==> src/rtl/rom_dump_controller.sv <==
// rom_dump_controller
//
// Sweeps every address of a 556PT5/556PT4 ROM, holds each address for
// SETTLE_CYCLES clocks, samples the chip data and streams a frame over a
// valid/ready byte interface:
//   HEADER_BYTE, data[0] .. data[2^ADDRESS_WIDTH-1], checksum
// The checksum is the 8-bit wrapping sum of the zero-extended data bytes
// (the header is not included).
//
// Ports:
//   clk           system clock
//   reset         synchronous, active-high reset
//   start         begins a dump; only looked at while idle
//   data_line_in  chip data outputs
//   operation     chip control V1..V4, permanently "read" (4'b1100)
//   address_line  address driven to the chip
//   tx_data       stream byte
//   tx_valid      tx_data valid; held with tx_data until accepted
//   tx_ready      downstream accepts tx_data
//   busy          dump in progress
//   done          one-cycle pulse at the end of a dump

module rom_dump_controller #(
  parameter int         DATA_WIDTH    = 8,
  parameter int         ADDRESS_WIDTH = 9,
  parameter int         SETTLE_CYCLES = 16,
  parameter logic [7:0] HEADER_BYTE   = 8'hA5
) (
  input  logic                     clk,
  input  logic                     reset,
  input  logic                     start,
  input  logic [DATA_WIDTH-1:0]    data_line_in,
  output logic [3:0]               operation,
  output logic [ADDRESS_WIDTH-1:0] address_line,
  output logic [7:0]               tx_data,
  output logic                     tx_valid,
  input  logic                     tx_ready,
  output logic                     busy,
  output logic                     done
);

  localparam int CNT_W = (SETTLE_CYCLES > 1) ? $clog2(SETTLE_CYCLES) : 1;
  localparam logic [CNT_W-1:0]       CNT_RELOAD = CNT_W'(SETTLE_CYCLES - 1);
  // One spare bit on the address counter; the last address is all ones in
  // the low bits and the sweep stops there instead of wrapping.
  localparam logic [ADDRESS_WIDTH:0] ADDR_LAST  = {1'b0, {ADDRESS_WIDTH{1'b1}}};
  localparam logic [3:0]             OP_READ    = 4'b1100;

  typedef enum logic [2:0] {
    IDLE,
    HEADER,
    SETUP,
    SEND,
    CHECKSUM,
    DONE
  } state_t;

  state_t                 state_q,    state_d;
  logic [ADDRESS_WIDTH:0] addr_q,     addr_d;
  logic [CNT_W-1:0]       cnt_q,      cnt_d;
  logic [7:0]             tx_data_q,  tx_data_d;
  logic                   tx_valid_q, tx_valid_d;
  logic [7:0]             checksum_q, checksum_d;
  logic                   busy_q,     busy_d;
  logic                   done_q,     done_d;

  logic       xfer;
  logic [7:0] data_ext;

  assign xfer = tx_valid_q && tx_ready;

  // Zero-extend chip data to a byte; written this way so DATA_WIDTH == 8
  // needs no zero-width replication.
  always_comb begin
    data_ext                 = '0;
    data_ext[DATA_WIDTH-1:0] = data_line_in;
  end

  always_comb begin
    // NOTE: every signal gets its hold value first so no path through the
    // case leaves one unassigned, which would infer a latch.
    state_d    = state_q;
    addr_d     = addr_q;
    cnt_d      = cnt_q;
    tx_data_d  = tx_data_q;
    tx_valid_d = tx_valid_q;
    checksum_d = checksum_q;
    busy_d     = busy_q;
    done_d     = 1'b0;

    unique case (state_q)
      IDLE: begin
        busy_d = 1'b0;
        if (start) begin
          state_d    = HEADER;
          addr_d     = '0;
          checksum_d = '0;
          tx_data_d  = HEADER_BYTE;
          tx_valid_d = 1'b1;
          busy_d     = 1'b1;
        end
      end

      HEADER: begin
        if (xfer) begin
          state_d    = SETUP;
          cnt_d      = CNT_RELOAD;
          tx_valid_d = 1'b0;
        end
      end

      // Address is held; data is sampled in the last of SETTLE_CYCLES cycles.
      SETUP: begin
        if (cnt_q == '0) begin
          state_d    = SEND;
          tx_data_d  = data_ext;
          tx_valid_d = 1'b1;
          checksum_d = checksum_q + data_ext;
        end else begin
          cnt_d = cnt_q - 1'b1;
        end
      end

      SEND: begin
        if (xfer) begin
          if (addr_q == ADDR_LAST) begin
            state_d    = CHECKSUM;
            tx_data_d  = checksum_q;
            tx_valid_d = 1'b1;
          end else begin
            state_d    = SETUP;
            addr_d     = addr_q + 1'b1;
            cnt_d      = CNT_RELOAD;
            tx_valid_d = 1'b0;
          end
        end
      end

      CHECKSUM: begin
        if (xfer) begin
          state_d    = DONE;
          tx_valid_d = 1'b0;
          done_d     = 1'b1;
        end
      end

      DONE: begin
        state_d = IDLE;
        addr_d  = '0;
        busy_d  = 1'b0;
      end

      default: state_d = IDLE;
    endcase
  end

  always_ff @(posedge clk) begin
    // NOTE: sequential state uses non-blocking assignments so every register
    // samples the pre-edge values regardless of statement order.
    if (reset) begin
      state_q    <= IDLE;
      addr_q     <= '0;
      cnt_q      <= '0;
      tx_data_q  <= '0;
      tx_valid_q <= 1'b0;
      checksum_q <= '0;
      busy_q     <= 1'b0;
      done_q     <= 1'b0;
    end else begin
      state_q    <= state_d;
      addr_q     <= addr_d;
      cnt_q      <= cnt_d;
      tx_data_q  <= tx_data_d;
      tx_valid_q <= tx_valid_d;
      checksum_q <= checksum_d;
      busy_q     <= busy_d;
      done_q     <= done_d;
    end
  end

  assign operation    = OP_READ;
  assign address_line = addr_q[ADDRESS_WIDTH-1:0];
  assign tx_data      = tx_data_q;
  assign tx_valid     = tx_valid_q;
  assign busy         = busy_q;
  assign done         = done_q;

endmodule

==> config.mk <==
export PLATFORM = sky130hd
export DESIGN_NAME = rom_dump_controller
export DESIGN_NICKNAME = d
export VERILOG_FILES = /design/src/rtl/rom_dump_controller.sv
export SDC_FILE = /design/constraint.sdc
export NUM_CORES = 1
export LEC_CHECK = 0
export CAP_MARGIN = 20
export CORE_UTILIZATION = 45
export DETAILED_ROUTE_END_ITERATION = 7
export GPL_TIMING_DRIVEN = 0
export PLACE_DENSITY = 0.69
export SETUP_SLACK_MARGIN = 0.5
export SLEW_MARGIN = 40
export SYNTH_ARGS = -nofsm -noshare
export SYNTH_HDL_FRONTEND = slang
export SYNTH_SLANG_ARGS = --single-unit
==> constraint.sdc <==
create_clock -name clk -period 3.6 [get_ports clk]
set_input_delay 0.72 -clock clk [delete_from_list [all_inputs] [get_ports clk]]
set_output_delay 0.72 -clock clk [all_outputs]
set_load 0.02 [all_outputs]
==> flow_summary.yaml <==
global_route:
  grt_max_degree: 11
  first_global_vias: 1762
  grt_util_all_layers_pct: 21.42
  grt_pass1_wl_mm: 8.645
  overflow: 0
  antenna_found_initial: 0
finish:
  finalNetCount: 323
  post-route-util_pct: 57.54
  drive_above_1_share_pct: 12.91
  diodes: 0
  fin_area_sq_mm: 0.002754
  stdcell_count: 369
  final_cell_mix: "dfxtp_1 (36), clkdlybuf4s50_1 (31), a21oi_1 (23)"
  layout_commonest_cell: "dfxtp_1"
  area_delta_synth_final_pct: 21.74
floorplan:
  core-area_sq_mm: 0.004786
  die-width_um: 72.90
  dieArea_sq_mm: 0.005314
  num_rows: 25
  die_h_um: 72.90
  io_pins: 36
  start_util_pct: 47.27
logic_synthesis:
  yosys_warnings: 0
  synth-seq-cells: 36
  synth_cell_types: 57
  synthFlopType: "dfxtp_1"
  synth_edf_count: 0
  async_flop_share_pct: 0
  seq_area_frac_synth_pct: 31.86
  syn_inst: 261
  syn_area_per_cell_sq_um: 8.667
  synth_area_sq_mm: 0.002262
timing:
  setup_tns_ns: 0
  setup_violations: 0
  period_share_pct: 71.70
  tightestPinTransition_ns: 0.6555
  whs_ns: 0.4488
  period_needed_ns: 2.581
  finalClockSkew_ns: 0.005065
  final_hold_viol_count: 0
  fin_ws_ns: 1.019
  slew_headroom_pct: 56.30
  slew_violations: 0
  max_freq_ghz: 0.3874
  grt_setup_unrepaired: "no"
clocking:
  htreeDepth: 2
  cts_tree: "yes"
  post_cts_buffers: 0
  clkTransAtPathRegs_ns: 0.07
  clock_latency_ns: 0.29
  ctsHoldBuffers: 0
  cts_resized: 0
  numCtsBuffers: 5
  cts.sinks: 36
  ctsRootBufferMaster: "clkbuf_8"
  clockBufferDepth: 2
critical_path:
  r2r-end: "checksum_q[3]"
  path_delay_family: "compound AO/OA/AOI/OAI gates"
  cp_slowest_cell: "clkdlybuf4s50_1"
  r2r_setup_slack_ns: 1.51
  r2r_start: "cnt_q[0]"
  worstSetupPathType: "primary input to register"
  critPathBufInv: 1
  start_kind: "primary input"
  endpoint_kind: "register"
  path_max_fanout: 3
  cp.required_ns: 3.81
  cp_cell_sequence: "clkdlybuf4s50_1 > ha_1 > a211oi_1 > o21ai_0 > or3_1 > a31o_1 > a31oi_1"
  critPathMaxStageDelay_ns: 0.47
  r2r_cells: 8
  cp_data_arrival_time_ns: 2.79
route:
  vias: 1998
  viasPerCell: 5.415
  routedWlPerCell_um: 14.24
  first_pass_iters: 4
  drc: 0
  ant_nets: 0
  drt_iter0_markers: 104
  wl_mm: 5.256
power_and_ir_drop:
  p_leak_nw: 1.070
  power_uw: 989.6
  cellPowerDensity_mw_per_mm2: 359.4
  irDropWorstVdd_mv: 0.1800
worst_hold_path:
  hold_depth: 2
  min_from: "tx_data[0]"
  worstHoldEndpoint: "tx_data[0]"
  hp-class: "register to register"
placement:
  port_buffers: 31
  post_dp_cell_area_sq_mm: 0.002664
  place_worst_setup_slack_ns: 0.7385
  dp_hpwl_mm: 3.770
  finalWeightedCongestion: 0.8812
  dpl.cell_count: 361
flow_run:
  maxCapViolations: 0
status:
  status: "completed"
## routing by layer
metal	GRT usage [%]	vias up	routed length [um]
li1	-	1026	-
met1	29.32	927	2568
met2	34.27	38	2417
met3	4.420	7	217
met4	5.882	0	53
met5	0	-	0
## cells in the mapped netlist, types with 4 or more instances
master | count | share of area, %
nand2b_1 | 8 | 2.2
a22oi_1 | 8 | 2.7
a21o_1 | 7 | 2.3
inv_1 | 5 | 0.83
nand2_1 | 22 | 3.7
nor3_2 | 4 | 1.8
nor2_1 | 20 | 3.3
clkbuf_1 | 5 | 0.83
nand3_1 | 5 | 1.1
mux2i_1 | 9 | 4.0
ha_1 | 9 | 5.0
a311oi_1 | 9 | 3.5
o21ai_0 | 8 | 1.8
nor2b_1 | 6 | 1.7
or3_1 | 6 | 1.7
dfxtp_1 | 36 | 32
a21oi_1 | 23 | 5.1
buf_2 | 5 | 1.1
buf_4 | 14 | 4.6
## tightest hold or removal path: stages, from the launching register on
cell	delay [ns]
dfxtp_1	0.31
nand2_1	0.05
a21oi_1	0.05
## cell type report
type                       instances  area, sq um
fill                             449         2032
multi-input combinational        196         1373
sequential                        36        720.7
timing repair buffer              31        310.3
buffer                            26        157.7
clock buffer                       8        90.09
tap                               67        83.83
inverter                           5        18.77
## state kept, by name (all words and copies together), names as in the netlist
register    count
tx_valid        1
checksum_q      8
done            1
addr_q         10
busy            1
tx_data         8
state_q         3
cnt_q           4
## where the power goes
part	switching (mW)	internal, mW
registers	0.0170	0.419
clock network	0.141	0.156
logic	0.147	0.110
## logic make-up after synthesis
family	after synthesis	share of synthesized area (%)
fa+ha+maj	10	5.863
other cells	2	0.3320
simple gates	91	23.56
xor+xnor	4	1.549
compound gates	78	25.06
mux	9	3.982
buf+inv	31	7.798
flops	36	31.86
## worst max-delay path by stage
stage	from	endpoint	slack (ns)	depth (start not counted)
floorplan	data_line_in[2]	checksum_q[7]	1.45	6
global placement	data_line_in[1]	checksum_q[7]	0.72	7
detailed placement	data_line_in[1]	checksum_q[7]	0.74	7
CTS	data_line_in[1]	checksum_q[7]	1.03	7
global route	data_line_in[1]	checksum_q[7]	0.93	7
finish	data_line_in[1]	checksum_q[7]	1.02	7
No activity file was read; power rests on OpenSTA's default activity.
==> RTL change 1: new RTL, config.mk and constraints unchanged <==
The 6 states of `state_t` get a Gray code encoding in 3 bits.
--- a/src/rtl/rom_dump_controller.sv
+++ b/src/rtl/rom_dump_controller.sv
@@ -48,10 +48,10 @@
 
   typedef enum logic [2:0] {
-    IDLE,
-    HEADER,
-    SETUP,
-    SEND,
-    CHECKSUM,
-    DONE
+    IDLE     = 3'b000,
+    HEADER   = 3'b001,
+    SETUP    = 3'b011,
+    SEND     = 3'b010,
+    CHECKSUM = 3'b110,
+    DONE     = 3'b111
   } state_t;
 
Function: no difference found for any inputs over 10 cycles, from zero or initial values and one cycle with reset high; not proved beyond that.
==> RTL change 1 against the unedited design <==
  * Total power shrank 12%
  * Setup slack got worse by 0.15 ns
  * Clock skew barely moved
  * Synthesized area down 0.55%
  * Combinational power fell by 41%
  * Sequential cell count did not move
  * Wire length shrank 3.6%
  * Clock power increased by 2%
  * Sequential share of layout area increased by 0.12 points
  * Final area is 0.45% lower
==> RTL change 1: results <==
[worst_setup_path]
cp.arrival_ns = 2.90
rrSetupSlack_ns = 1.20
slowest_delay_ns = 0.54
path_max_fanout = 10

[run_status]
status = complete, no violations

[power]
sw_frac_of_total = 0.274
ir_worst_vdd_v = 0.000134

[sta]
skew_ns = 0.00539
fin_hold_ws_ns = 0.461
slew_headroom = 0.498

[placed_design]
place.gp.congestion = 0.925

[synth]
synthTopCellsByCount = dfxtp_1 (36), nor2_1 (24), a21oi_1 (18), buf_4 (16), nand2_1 (12)
synth_fa_ha_area_frac = 0.0590
ys_seq_area_frac = 0.320
synth_cell_types = 59
muxShareOfSynthArea = 0.0362
synth_area_leaders = dfxtp_1 (32%), buf_4 (5.3%), ha_1 (5.0%), a21oi_1 (4.0%), nor2_1 (4.0%)
synth-compound-area-share = 0.226
synthXorXnorAreaFrac = 0.0428

[routing]
wl_met2_mm = 2.29
wl_met1_mm = 2.48
dr.pass1.iters = 5
totalWireLength_mm = 5.07
wl_met3_um = 193

[global_route]
grt_pass1_wl_mm = 8.49
grt_pass1_vias = 1790
grt_usage = 0.211

[final_layout]
nets = 327
fill_cells = 453
drive_gt1_frac = 0.114
==> RTL change 1: changes by cell type after synthesis, moves of 4 or more <==
| cell | delta |
|---|---|
| a21oi_1 | -5 |
| a22oi_1 | -5 |
| a311oi_1 | -7 |
| inv_1 | +5 |
| nand2_1 | -10 |
| nor2_1 | +4 |
| nor3_1 | +8 |
| nor3_2 | -4 |
| xnor2_1 | +6 |
==> RTL change 1: power by group through the flow <==
stage	clock network (mW)	logic (mW)	registers, mW
2_1_floorplan	0	0.0923	0.434
3_3_place_gp	0	0.149	0.428
3_5_place_dp	0	0.151	0.428
4_1_cts	0.311	0.152	0.418
5_1_grt	0.329	0.166	0.420
6_report	0.302	0.152	0.418
==> RTL change 1: logic make-up (layout without fill, tap and decap cells) <==
family,Yosys count,after routing
mux,8,8
other cells,2,4
compound gates,69,69
flops,36,36
simple gates,92,92
xor+xnor,11,11
buf+inv,37,76
fa+ha+maj,10,10
==> RTL change 1: layout make-up <==
cell class                 instances  area [um^2]  share of cell area
timing repair buffer              31          310               0.113
tap                               67         83.8              0.0306
sequential                        36          721               0.263
inverter                          10         37.5              0.0137
clock buffer                       8         90.1              0.0329
multi-input combinational        194         1330               0.484
buffer                            27          171              0.0625
==> RTL change 1: final timing paths <==
kind / start / to / cells after the start
worst max register to register: cnt_q[0] / tx_data[7] / 9
worst min-delay path: tx_data[4] / tx_data[4] / 2
worst min register to register: tx_data[4] / tx_data[4] / 2
worst max-delay path: start / tx_data[7] / 8
==> RTL change 1: per-stage QoR <==
stage / area (um^2) / instances / utilization / worst slack, ns / power, mW
2_1_floorplan: 2260 / 267 / - / 1.38 / 0.527
3_3_place_gp: 2650 / 365 / 0.558 / 0.524 / 0.577
3_5_place_dp: 2650 / 365 / 0.558 / 0.593 / 0.578
4_1_cts: 2740 / 373 / 0.577 / 0.903 / 0.882
5_1_grt: 2740 / 373 / 0.577 / 0.725 / 0.915
6_report: 2740 / 373 / 0.577 / 0.866 / 0.873
==> RTL change 1: worst max-delay path: cells and delay by family <==
family	cells	cell delay (ns)
simple gates	3	0.94
buf+inv	3	0.90
compound gates	2	0.33
==> RTL change 1: routing by layer <==
metal / global-route usage / up-vias
met5: 0 / -
met1: 0.283 / 916
met3: 0.0442 / 11
met2: 0.332 / 48
met4: 0.0784 / 0
li1: - / 1023
==> RTL change 2: new RTL, same flow settings <==
Without the edit above. Change the parameter `DATA_WIDTH` from 8 to 6. Comments in the files are not updated.
--- a/src/rtl/rom_dump_controller.sv
+++ b/src/rtl/rom_dump_controller.sv
@@ -22,5 +22,5 @@
 
 module rom_dump_controller #(
-  parameter int         DATA_WIDTH    = 8,
+  parameter int         DATA_WIDTH    = 6,
   parameter int         ADDRESS_WIDTH = 9,
   parameter int         SETTLE_CYCLES = 16,
Ports: changed (resized data_line_in); port bits go from 36 to 34. No check against the original RTL was run, so the function may have changed too.
==> RTL change 2 against the unedited design <==
  * Final area increased by 0.27%
  * Synthesized area increased by 1.1%
  * Total power decreased by 11%
  * Setup slack improved by 0.14 ns
  * Sequential cell count unchanged
  * Count of clock-buffer cells in the layout decreased by 2
  * Wire length increased by 3.8%
  * Largest cell class unchanged
  * Highest routed layer unchanged
==> RTL change 2: results <==
[run_status]
status = complete, no violations

[placed_design]
place.gp.congestion = 0.821
dp_hpwl_mm = 4.07

[synth]
synthTopCellsByCount = dfxtp_1 (36), buf_4 (16), a31oi_1 (14), inv_1 (12), nand2_1 (12)
ys_seq_area_frac = 0.315
synth.avg_cell_area_um2 = 8.73

[final_layout]
drive_gt1_frac = 0.130
signal_buffers = 56
sh_seq_area = 0.261
multi_input_area_um2 = 1350
fill_cells = 484

[global_route]
grt.met1_usage = 0.301
grt_max_degree = 12
use_met2 = 0.333

[routing]
num_vias = 2110
wl_met3_um = 149
drt_iter0_drc = 166

[sta]
slew_headroom = 0.513

[power]
p_comb_mw = 0.162
ir_worst_vdd_v = 0.000177
pwr-share-clk = 0.342
leakage_nw = 1.08

[worst_setup_path]
r2r_end = tx_data[5]
reg2regPathDepth = 5
cp.arrival_ns = 2.63
slowest_delay_ns = 0.42
RTL change 2: how the worst max path moves through the flow:
stage                               start       endpoint
after floorplan           data_line_in[0]  checksum_q[6]
after global placement              reset     state_q[2]
after detailed placement  data_line_in[0]  checksum_q[6]
after CTS                 data_line_in[0]  checksum_q[6]
after global routing      data_line_in[0]  checksum_q[6]
final                     data_line_in[0]  checksum_q[6]
RTL change 2: logic make-up (layout without fill, tap and decap cells):
family                   after synthesis  in the layout  share of synthesized area
AO/OA/AOI/OAI                         71             71                      0.224
XOR/XNOR                               2              2                    0.00766
adder cells (fa/ha/maj)                9              9                     0.0525
buffers and inverters                 39             76                     0.0979
flip-flops                            36             36                      0.315
multiplexers                          12             12                     0.0591
other                                  2              4                    0.00328
AND/OR/NAND/NOR                       91             91                      0.240
RTL change 2: worst register-to-register path, stage by stage (launching register included):
cell      delay [ns]
dfxtp_1         0.47
buf_2           0.26
and3b_1         0.33
nand2_1         0.09
o41ai_1         0.60
a221oi_1        0.17
